File: config.mk
export PLATFORM = sky130hd
export DESIGN_NAME = port_change_detect
export DESIGN_NICKNAME = d
export VERILOG_FILES = /design/src/rtl/port_change_detect_pkg.sv /design/src/rtl/port_change_detect_sync_chain.sv /design/src/rtl/port_change_detect.sv
export SDC_FILE = /design/constraint.sdc
export NUM_CORES = 1
export LEC_CHECK = 0
export BUFFER_PORTS_ARGS = -buffer_cell sky130_fd_sc_hd__buf_2
export CAP_MARGIN = 5
export CORE_MARGIN = 5
export CORE_UTILIZATION = 47
export DETAILED_ROUTE_END_ITERATION = 8
export GPL_TIMING_DRIVEN = 0
export PLACE_DENSITY = 0.8
export SLEW_MARGIN = 20
export SYNTH_ARGS = -nofsm -noshare
export SYNTH_HDL_FRONTEND = slang
export SYNTH_SLANG_ARGS = --single-unit
File: constraint.sdc
create_clock -name clk -period 1.3 [get_ports clk]
set_input_delay 0.26 -clock clk [delete_from_list [all_inputs] [get_ports clk]]
set_output_delay 0.26 -clock clk [all_outputs]
set_load 0.03 [all_outputs]
File: src/rtl/port_change_detect_pkg.sv
// Shared constants and types for the pin-input peripherals (port, port-change
// detect, interrupt controller).
//   PCD_WIDTH        default port width in bits
//   PCD_SYNC_STAGES  default synchronizer depth (minimum 2)
//   PCD_CHANGE_MASK  default set of bits eligible for interrupt-on-change
//   PCD_INT_BIT      default bit index of the external edge interrupt pin
package port_change_detect_pkg;

  localparam int         PCD_WIDTH       = 8;
  localparam int         PCD_SYNC_STAGES = 2;
  localparam logic [7:0] PCD_CHANGE_MASK = 8'hF0;
  localparam int         PCD_INT_BIT     = 0;

  typedef enum logic {
    ST_WARMUP = 1'b0,
    ST_RUN    = 1'b1
  } pcd_state_e;

  // Width of a down-counter that must hold the value n.
  function automatic int pcd_cnt_width(input int n);
    return (n < 2) ? 1 : $clog2(n + 1);
  endfunction

endpackage

File: src/rtl/port_change_detect_sync_chain.sv
// sync_chain: multi-flop synchronizer for asynchronous pin levels.
//   clk_i   system clock
//   rst_i   synchronous active-high reset, clears every stage
//   data_i  asynchronous pin levels, WIDTH bits
//   data_o  last synchronizer stage, WIDTH bits
module sync_chain #(
  parameter int WIDTH       = 8,
  parameter int SYNC_STAGES = 2
) (
  input  logic             clk_i,
  input  logic             rst_i,
  input  logic [WIDTH-1:0] data_i,
  output logic [WIDTH-1:0] data_o
);

  logic [WIDTH-1:0] stage_q [SYNC_STAGES];

  always_ff @(posedge clk_i) begin
    if (rst_i) begin
      for (int i = 0; i < SYNC_STAGES; i++) stage_q[i] <= '0;
    end else begin
      stage_q[0] <= data_i;
      for (int i = 1; i < SYNC_STAGES; i++) stage_q[i] <= stage_q[i-1];
    end
  end

  assign data_o = stage_q[SYNC_STAGES-1];

endmodule

File: src/rtl/port_change_detect.sv
// Port-change and external-edge interrupt detector.
//   clk          system clock, rising edge
//   rst          synchronous active-high reset
//   physical_in  asynchronous pin levels
//   tris         direction bits, 1 = input
//   port_rd_en   CPU read of the port register this cycle (reloads reference)
//   intedg       edge select for the INT pin, 1 = rising, 0 = falling
//   rbif_clr     software clear of rbif
//   intf_clr     software clear of intf
//   synced       synchronized pin levels
//   rbif         port-change interrupt flag
//   intf         external edge interrupt flag
//
// state     | meaning
// ----------+---------------------------------------------------------------
// ST_WARMUP | synchronizer filling; ref/prev track synced, flags cannot set
// ST_RUN    | normal detection; stays here until the next reset
module port_change_detect
  import port_change_detect_pkg::*;
#(
  parameter int               WIDTH       = PCD_WIDTH,
  parameter int               SYNC_STAGES = PCD_SYNC_STAGES,
  parameter logic [WIDTH-1:0] CHANGE_MASK = WIDTH'(PCD_CHANGE_MASK),
  parameter int               INT_BIT     = PCD_INT_BIT
) (
  input  logic             clk,
  input  logic             rst,
  input  logic [WIDTH-1:0] physical_in,
  input  logic [WIDTH-1:0] tris,
  input  logic             port_rd_en,
  input  logic             intedg,
  input  logic             rbif_clr,
  input  logic             intf_clr,
  output logic [WIDTH-1:0] synced,
  output logic             rbif,
  output logic             intf
);

  localparam int CNT_W = pcd_cnt_width(SYNC_STAGES);

  pcd_state_e       state_q, state_d;
  logic [CNT_W-1:0] cnt_q, cnt_d;
  logic [WIDTH-1:0] ref_q, ref_d;
  logic             prev_q, prev_d;
  logic             rbif_q, rbif_d;
  logic             intf_q, intf_d;

  logic warm;
  logic mismatch;
  logic edge_det;
  logic rbif_set;
  logic intf_set;

  sync_chain #(
    .WIDTH      (WIDTH),
    .SYNC_STAGES(SYNC_STAGES)
  ) u_sync (
    .clk_i (clk),
    .rst_i (rst),
    .data_i(physical_in),
    .data_o(synced)
  );

  assign warm     = (state_q == ST_WARMUP);
  assign mismatch = |((synced ^ ref_q) & CHANGE_MASK & tris);
  assign edge_det = intedg ? (synced[INT_BIT] & ~prev_q) : (~synced[INT_BIT] & prev_q);
  // A read in the same cycle as a mismatch wins: ref reloads and no flag.
  assign rbif_set = ~warm & mismatch & ~port_rd_en;
  assign intf_set = ~warm & edge_det;

  always_comb begin
    state_d = state_q;
    cnt_d   = cnt_q;
    ref_d   = ref_q;
    prev_d  = synced[INT_BIT];
    rbif_d  = rbif_q;
    intf_d  = intf_q;

    // Counter starts at SYNC_STAGES, so warm-up covers SYNC_STAGES+1 edges
    // (the last one being the edge at which it reads zero).
    case (state_q)
      ST_WARMUP: begin
        if (cnt_q == '0) state_d = ST_RUN;
        else             cnt_d   = cnt_q - CNT_W'(1);
      end
      ST_RUN: ;
    endcase

    if (warm || port_rd_en) ref_d = synced;

    if (rbif_set)      rbif_d = 1'b1;
    else if (rbif_clr) rbif_d = 1'b0;

    if (intf_set)      intf_d = 1'b1;
    else if (intf_clr) intf_d = 1'b0;
  end

  always_ff @(posedge clk) begin
    if (rst) begin
      state_q <= ST_WARMUP;
      cnt_q   <= CNT_W'(SYNC_STAGES);
      ref_q   <= '0;
      prev_q  <= 1'b0;
      rbif_q  <= 1'b0;
      intf_q  <= 1'b0;
    end else begin
      state_q <= state_d;
      cnt_q   <= cnt_d;
      ref_q   <= ref_d;
      prev_q  <= prev_d;
      rbif_q  <= rbif_d;
      intf_q  <= intf_d;
    end
  end

  assign rbif = rbif_q;
  assign intf = intf_q;

endmodule
==> out/qor.csv, run 1 <==
metric,value,unit
clk buf depth,2,
GR Overflow Total,0,
final core occ,58.7,%
TritonCTS buffer count,3,
hpwl dp,1.09,mm
PD cells,1310,nW/um^2
num rows,16,
CP Class,reg -> out,
antenna-violating nets left,0,
vias in the first global route,573,
crit path time final,1.24,ns
Root Driver,clkbuf_4,
post-synthesis register bit count,26,
via/cell ratio,4.20,
DR pass1 iterations,3,
Clock Sink Count,26,
synthesis-to-finish area growth,21.1,%
setup bufs post-CTS,0,
Startpoint Class,flip-flop,
reg2reg setup slack,0.16,ns
VDD IR max,0.000858,V
Fillers,184,
Clock Skew,0.00127,ns
critical-path maximum fanout,3,
"Seq/Total Area, Yosys",55.8,%
syn_area_per_cell,10.7,um^2
Pleak,0.594,nW
RR Startpoint,cnt_q[0],
Total Nets Final,142,
hold endpoint,u_sync.stage_q[0][0],
Die H,54.5,um
actual slew at the worst max-slew pin,0.367,ns
Vias,605,
Hold Crit Start,physical_in[0],
wire per inst,9.61,um
worst path cell trace,buf_4 -> buf_2,
reg2reg path depth,6,
clock insertion delay at the later pin of the skew report,0.30,ns
first-pass GRT wire length,2.22,mm
max-slew violations,0,
Final Hold Violating Endpoints,0,
Critical Path Max Stage Delay,0.38,ns
ratio of cells with drive above 1 in the final layout,38.5,%
CP arrival,0.98,ns
Post-synth EDFFs,0,
synthesized area,932,um^2
die width,54.5,um
Final Cycle Share,95.1,%
CP Capture Type,output port,
Hold Path Depth,2,
CP startpoint,u_sync.stage_q[0][12],
R2R Path End,cnt_q[1],
I/O pins,32,
Starting DRT DRC Count,4,
aggregate routed wire length,1.38,mm
Critical Path RT,1.04,ns
pin count of the biggest net entering global routing,14,
RSZ-0062 raised after global routing,false,
die area,2970,um^2
main flop type after synthesis,dfxtp_1,
Slew headroom,75.6,%
Global Route Usage Sum,10.6,%
run status,"finished, final reports clean",
Synth Warn #,0,
Syn Nets,110,
maximum clock frequency,809,MHz
Final GP Congestion,0.625,
Core ar.,1920,um^2
Gate Count Post-Synth,87,
Hold WC Path Type,in -> reg,
async set or reset register ratio after synthesis,0,%
Max-Cap Viols,0,
final setup fails,0,
CTS tree,done,
antenna violations before repair,0,
PortBufs,27,
Crit-path slowest cell,dfxtp_1,
Clock transition at path regs,0.12,ns
drt drc,0,
H-Tree Level Count,1,
area of the multi-input gates,330,um^2
post-synthesis cell type count,21,
setup TNS,0,ns
Initial Util,48.5,%
Antenna Cells,0,
FF/Latch Area,526,um^2
-- synthesized netlist by cell type (2+ instances only) --
| library cell | n | area share (%) |
|---|---|---|
| dfxtp_1 | 26 | 56 |
| nor2b_1 | 9 | 6.0 |
| mux2i_1 | 4 | 4.3 |
| buf_2 | 2 | 1.1 |
| inv_1 | 2 | 0.81 |
| o21ai_0 | 2 | 1.1 |
| a22oi_1 | 2 | 1.6 |
| nor2_1 | 7 | 2.8 |
| buf_4 | 8 | 6.4 |
| and2b_1 | 8 | 6.4 |
| nand2b_1 | 4 | 2.7 |
| xor2_1 | 4 | 3.8 |
-- critical path: cells and delay by family, from the launching register on --
kind     cells  cell delay (ns)
flops        1             0.38
buf+inv      2             0.30
-- worst max path at each step --
stage,depth (start not counted),slack [ns],to
after detailed placement,6,0.19,cnt_q[1]
after global placement,6,0.22,cnt_q[1]
final,2,0.06,synced[4]
after CTS,2,0.03,synced[6]
after floorplan,6,0.27,cnt_q[1]
after global routing,2,0.01,synced[4]
-- cell type report --
type	instances	share of cell area (%)
buffer	11	6.54
clock buffer	3	2.00
inverter	2	0.665
multi-input combinational	48	29.3
sequential	26	46.6
tap	27	2.99
timing repair buffer	27	12.0
-- power by group --
part	total [mW]	internal (mW)	switching (mW)	leakage [nW]
combinational	0.266	0.132	0.134	0.364
clock	0.312	0.108	0.204	0.0138
sequential	0.899	0.865	0.0339	0.216
total	1.48	1.11	0.372	0.594
-- per-layer routing --
layer | track usage [%] | up-vias | part of all wire (%)
li1 | - | 328 | -
met1 | 11.4 | 252 | 45
met2 | 18.1 | 23 | 43
met3 | 4.09 | 2 | 10
met4 | 4.98 | 0 | 1.3
met5 | 0 | - | 0
-- metrics by stage --
step	worst slack, ns	power (mW)	hold slack, ns	std cells	instance area (um^2)
2_1_floorplan	0.268	1.11	0.332	87	932
5_1_grt	0.0124	1.58	0.145	144	1130
3_5_place_dp	0.185	1.19	0.419	141	1100
3_3_place_gp	0.218	1.17	0.414	141	1100
4_1_cts	0.0285	1.50	0.142	144	1120
6_report	0.0636	1.48	0.152	144	1130
-- cells by family (layout without fill, tap and decap cells) --
group                    count (synthesis)  in the layout  synth area share, %
flip-flops                              26             26                 55.8
AND/OR/NAND/NOR                         31             31                 20.1
XOR/XNOR                                 5              5                 4.70
multiplexers                             4              4                 4.30
AO/OA/AOI/OAI                            7              7                 4.97
buffers and inverters                   13             43                 8.73
adder cells (fa/ha/maj)                  1              1                 1.34
-- state kept, by name, summed over array words and instances (netlist names) --
signal,flops
rbif,1
cnt_q,2
prev_q,1
u_sync.stage_q,16
intf,1
state_q,1
ref_q,4
-- cell usage in the layout (no fill, tap or decap), drive strengths merged, types with 4 or more instances in the layout --
master  instances
and2b           8
xor2            4
dfxtp          26
buf            37
mux2i           4
nor2b           9
nor2            7
clkbuf          4
nand2b          4
-- timing repair --
action / in CTS / in global routing
hold buffers: 0 / 0
endpoints found under the setup margin: 0 / 4
gates resized for setup: 0 / 4
Power figures use the tool's default switching activity.
==> inputs of run 2 (changes only) <==
==> constraint.sdc (replaced) <==
create_clock -name clk -period 1.3 [get_ports clk]
set_input_delay 0.26 -clock clk [delete_from_list [all_inputs] [get_ports clk]]
set_output_delay 0.26 -clock clk [all_outputs]
set_load 0.05 [all_outputs]
==> run 2 against run 1 <==
Core utilization is 0.65 points higher. Count of clock-buffer cells in the layout unchanged. Global-route usage stayed put. Worst setup slack got worse by 0.0047 ns. Power is 1.5% higher. Flip-flop and latch count unchanged. Die area did not move. Final cell count unchanged. Via count fell by 0.17%. Non-clock buffer count did not move. Hold slack is the same. Critical path type unchanged. Critical endpoint unchanged. Highest routed layer unchanged.
==> out/qor.csv, run 2 (synthesized netlist as in run 1, its figures left out) <==
metric,value,unit,change
run status,"finished, final reports clean",,
Crit-path slowest cell,dfxtp_1,,
hpwl dp,1.09,mm,unchanged
drt drc,0,,unchanged
max-slew violations,0,,unchanged
Final Cell Area,1140,um^2,+1.1%
Slew headroom,75.6,%,unchanged
final setup fails,0,,unchanged
H-Tree Level Count,1,,unchanged
ratio of cells with drive above 1 in the final layout,38.5,%,unchanged
clk buf depth,2,,unchanged
maximum clock frequency,806,MHz,-0.38%
pin count of the biggest net entering global routing,14,,unchanged
Final GP Congestion,0.625,,unchanged
Pleak,0.595,nW,about the same
"commonest non-fill, non-tap cell in the layout",buf_2,,
Die H,54.5,um,unchanged
Antenna Cells,0,,unchanged
Tot Pwr,1.50,mW,+1.5%
TritonCTS buffer count,3,,unchanged
Hold WC Path Type,in -> reg,,
Clock transition at path regs,0.12,ns,about the same
Core ar.,1920,um^2,unchanged
PD cells,1310,nW/um^2,+0.39%
setup bufs post-CTS,0,,unchanged
synthesis-to-finish area growth,22.4,%,
clock insertion delay at the later pin of the skew report,0.30,ns,about the same
Max-Cap Viols,0,,unchanged
final core occ,59.4,%,+0.65 points
RR Startpoint,cnt_q[0],,
biggest regs,"u_sync.stage_q x16, ref_q x4, cnt_q x2",,
die width,54.5,um,unchanged
hold endpoint,u_sync.stage_q[0][0],,
CP arrival,0.98,ns,about the same
CP Buf/Inv Count,2,,unchanged
Clock Skew,0.00144,ns,+0.000171 ns
Biggest register,u_sync.stage_q,,
Hold Path Depth,2,,unchanged
I/O pins,32,,unchanged
Critical Path Max Stage Delay,0.38,ns,about the same
antenna-violating nets left,0,,unchanged
Hold Crit Start,physical_in[0],,
Startpoint Class,flip-flop,,
Place WS,0.185,ns,unchanged
hold-fix buffers at CTS,0,,unchanged
most frequent cells in the layout,"24 x buf_2, 22 x dfxtp_1, 13 x buf_4",,
Critical Path RT,1.04,ns,about the same
Clock Sink Count,26,,unchanged
antenna violations before repair,0,,unchanged
crit path time final,1.24,ns,+0.00469 ns
num rows,16,,unchanged
Final Cycle Share,95.5,%,+0.36 points
Total Nets Final,142,,unchanged
Global Route Usage Sum,10.6,%,unchanged
max reg flops,16,,unchanged
Initial Util,48.5,%,unchanged
via/cell ratio,4.19,,-0.17%
wire per inst,9.65,um,+0.43%
vias in the first global route,573,,unchanged
R2R Path End,cnt_q[1],,
actual slew at the worst max-slew pin,0.367,ns,unchanged
worst path cell trace,buf_4 -> buf_4,,
CP top delay family,flip-flops,,
CP Capture Type,output port,,
critical-path maximum fanout,3,,unchanged
first-pass GRT wire length,2.22,mm,unchanged
PortBufs,27,,unchanged
die area,2970,um^2,unchanged
aggregate routed wire length,1.39,mm,+0.43%
setup TNS,0,ns,unchanged
Area after DPL,1100,um^2,unchanged
RSZ-0062 raised after global routing,false,,
VDD IR max,0.000866,V,+0.92%
Vias,604,,-0.17%
Starting DRT DRC Count,4,,unchanged
CP Class,reg -> out,,
Root Driver,clkbuf_4,,
reg2reg setup slack,0.16,ns,about the same
post-route worst setup slack,0.0589,ns,-0.00469 ns
Final Hold Violating Endpoints,0,,unchanged
Crit path top cell by count,buf_4,,
CTS tree,done,,
GR Overflow Total,0,,unchanged
reg2reg path depth,6,,unchanged
DR pass1 iterations,3,,unchanged
[run 2: cell counts in the layout (fill, tap and decap cells not counted)]
No cell type changed its count.
[run 2: cell type report]
cell class	instances	area [um^2]
repair buffers	27	148
flip-flops and latches	26	526
well taps	27	33.8
plain buffers	11	73.8
inverters	2	7.51
clock buffers	3	22.5
fillers	181	781
multi-input cells	48	330
[run 2: power breakdown]
part	total (mW)	switching [mW]	internal [mW]
Combinational	0.288	0.152	0.136
Sequential	0.899	0.0340	0.865
Clock	0.312	0.204	0.108
[run 2: timing repair]
item | CTS | global route
gates resized for setup | 5 | 4
setup endpoints to repair | 5 | 4
pin swaps | 0 | 0
[run 2: metrics by stage]
stage | std cells | hold WS (ns)
final | 144 | 0.152
after global routing | 144 | 0.145
after CTS | 144 | 0.142
after detailed placement | 141 | 0.419
after global placement | 141 | 0.414
after floorplan | 87 | 0.332
[run 2: worst max path at each step]
| stage | slack [ns] | start | cells past startpoint | to |
|---|---|---|---|---|
| global route | 0.007 | u_sync.stage_q[0][12] | 2 | synced[4] |
| floorplan | 0.27 | cnt_q[0] | 6 | cnt_q[1] |
| finish | 0.06 | u_sync.stage_q[0][12] | 2 | synced[4] |
| detailed placement | 0.19 | cnt_q[0] | 6 | cnt_q[1] |
| CTS | 0.03 | u_sync.stage_q[0][14] | 2 | synced[6] |
| global placement | 0.22 | cnt_q[0] | 6 | cnt_q[1] |
[run 2: routing by layer]
layer  track usage (%)  wire, um
met1              11.4       613
met2              18.1       603
met3              4.09       154
met4              4.98        18
met5                 0         0
==> inputs of run 3 (changes only) <==
--- a/config.mk
+++ b/config.mk
@@ -10,7 +10,7 @@
 export CORE_MARGIN = 5
 export CORE_UTILIZATION = 47
 export DETAILED_ROUTE_END_ITERATION = 8
-export GPL_TIMING_DRIVEN = 0
+export GPL_TIMING_DRIVEN = 1
 export PLACE_DENSITY = 0.8
 export SLEW_MARGIN = 20
 export SYNTH_ARGS = -nofsm -noshare
==> run 3 against run 2 <==
Sequential power about the same. Via count decreased by 3.1%. Critical path depth decreased by 1. Final cell count decreased by 6.9%. Critical path type unchanged. Worst setup slack improved by 0.010 ns. Hold slack got worse by 0.0034 ns. Non-clock buffer count decreased by 11. Clock power increased by 24%. Die area unchanged.
==> out/qor.csv, run 3 (synthesized netlist as in run 1, its figures left out) <==
metric,value,unit,change
first-pass GRT wire length,2.28,mm,+2.8%
antenna violations before repair,0,,unchanged
CP Capture Type,output port,,
pin count of the biggest net entering global routing,27,,+13
run status,"finished, final reports clean",,
crit path time final,1.23,ns,-0.0101 ns
CP arrival,0.97,ns,about the same
worst path cell trace,buf_2,,
vias in the first global route,602,,+5.1%
wire per inst,10.3,um,+6.9%
Fillers,173,,-4.4%
Pleak,0.549,nW,-7.6%
synthesis-to-finish area growth,14.4,%,
Antenna Cells,0,,unchanged
Core ar.,1920,um^2,unchanged
Global Route Usage Sum,10.7,%,+0.11 points
Startpoint Class,flip-flop,,
Clock transition at path regs,0.13,ns,about the same
CP Class,reg -> out,,
clock insertion delay at the later pin of the skew report,0.31,ns,about the same
cts repair resizes,0,,-5
Initial Util,48.5,%,unchanged
Tot Pwr,1.55,mW,+3.6%
critical-path maximum fanout,3,,unchanged
aggregate routed wire length,1.38,mm,-0.50%
final setup fails,0,,unchanged
worst-case hold slack,0.148,ns,-0.00343 ns
Root Driver,clkbuf_4,,
Slew headroom,72.1,%,-3.5 points
Area after DPL,1030,um^2,-6.7%
Non-Filler Instances,134,,-6.9%
reg2reg path depth,6,,unchanged
Place WS,0.200,ns,+0.0150 ns
Hold WC Path Type,in -> reg,,
PortBufs,27,,unchanged
final core occ,55.5,%,-3.9 points
PD cells,1460,nW/um^2,+11%
setup TNS,0,ns,unchanged
die width,54.5,um,unchanged
biggest regs,"u_sync.stage_q x16, ref_q x4, cnt_q x2",,
GR Overflow Total,0,,unchanged
Critical Path Max Stage Delay,0.39,ns,about the same
VDD IR max,0.000899,V,+3.7%
CP Buf/Inv Count,1,,-1
Max-Cap Viols,0,,unchanged
CP top delay family,flip-flops,,
I/O pins,32,,unchanged
CTS tree,done,,
num rows,16,,unchanged
antenna-violating nets left,0,,unchanged
drt drc,0,,unchanged
Biggest register,u_sync.stage_q,,
Clock Sink Count,26,,unchanged
hold-fix buffers at CTS,0,,unchanged
Critical Path RT,1.04,ns,about the same
Final GP Congestion,0.534,,-15%
Final Cell Area,1070,um^2,-6.6%
Clock Skew,0.00910,ns,+0.00766 ns
setup bufs post-CTS,0,,unchanged
Die H,54.5,um,unchanged
Total Nets Final,131,,-7.7%
RSZ-0062 raised after global routing,false,,
Starting DRT DRC Count,4,,unchanged
max reg flops,16,,unchanged
most frequent cells in the layout,"26 x dfxtp_1, 26 x buf_2, 9 x nor2b_1",,
die area,2970,um^2,unchanged
Crit-path slowest cell,dfxtp_1,,
actual slew at the worst max-slew pin,0.418,ns,+0.0518 ns
Inst Count DP,130,,-7.8%
Final Hold Violating Endpoints,0,,unchanged
TritonCTS buffer count,3,,unchanged
H-Tree Level Count,1,,unchanged
ratio of cells with drive above 1 in the final layout,29.9,%,-8.6 points
via/cell ratio,4.37,,+4.1%
maximum clock frequency,812,MHz,+0.82%
Hold Path Depth,2,,unchanged
post-route worst setup slack,0.0690,ns,+0.0101 ns
Vias,585,,-3.1%
WP depth,1,,-1
DR pass1 iterations,3,,unchanged
clk buf depth,2,,unchanged
Final Cycle Share,94.7,%,-0.78 points
max-slew violations,0,,unchanged
==> run 3: cell count changes in the layout (fill, tap and decap cells not counted) <==
cell      change
clkbuf_4      +1
buf_4        -13
dfxtp_2       -4
clkbuf_8      +1
buf_2         +2
dfxtp_1       +4
clkbuf_1      -1
==> run 3: layout make-up <==
class / instances / area [um^2] / share of cell area (%)
tap: 27 / 33.8 / 3.17
multi-input combinational: 48 / 330 / 31.0
sequential: 26 / 520 / 48.8
clock buffer: 4 / 36.3 / 3.40
timing repair buffer: 27 / 138 / 12.9
inverter: 2 / 7.51 / 0.704
==> run 3: path summary, 6_finish.rpt <==
kind / startpoint / endpoint / slack (ns)
max reg2reg: cnt_q[0] / cnt_q[1] / 0.15
min reg2reg: u_sync.stage_q[0][7] / u_sync.stage_q[0][15] / 0.45
max: u_sync.stage_q[0][13] / synced[5] / 0.07
min: physical_in[0] / u_sync.stage_q[0][0] / 0.15
==> run 3: routing by layer <==
layer	up-vias	track usage [%]	part of all wire, %
met4	0	4.98	0.72
met2	20	18.9	47
met5	-	0	0
li1	304	-	-
met1	259	11.9	44
met3	2	2.72	8.8
==> run 3: where the power goes <==
group | switching [mW] | internal (mW) | total (mW)
clock | 0.215 | 0.171 | 0.386
combinational | 0.151 | 0.117 | 0.269
sequential | 0.0347 | 0.864 | 0.899
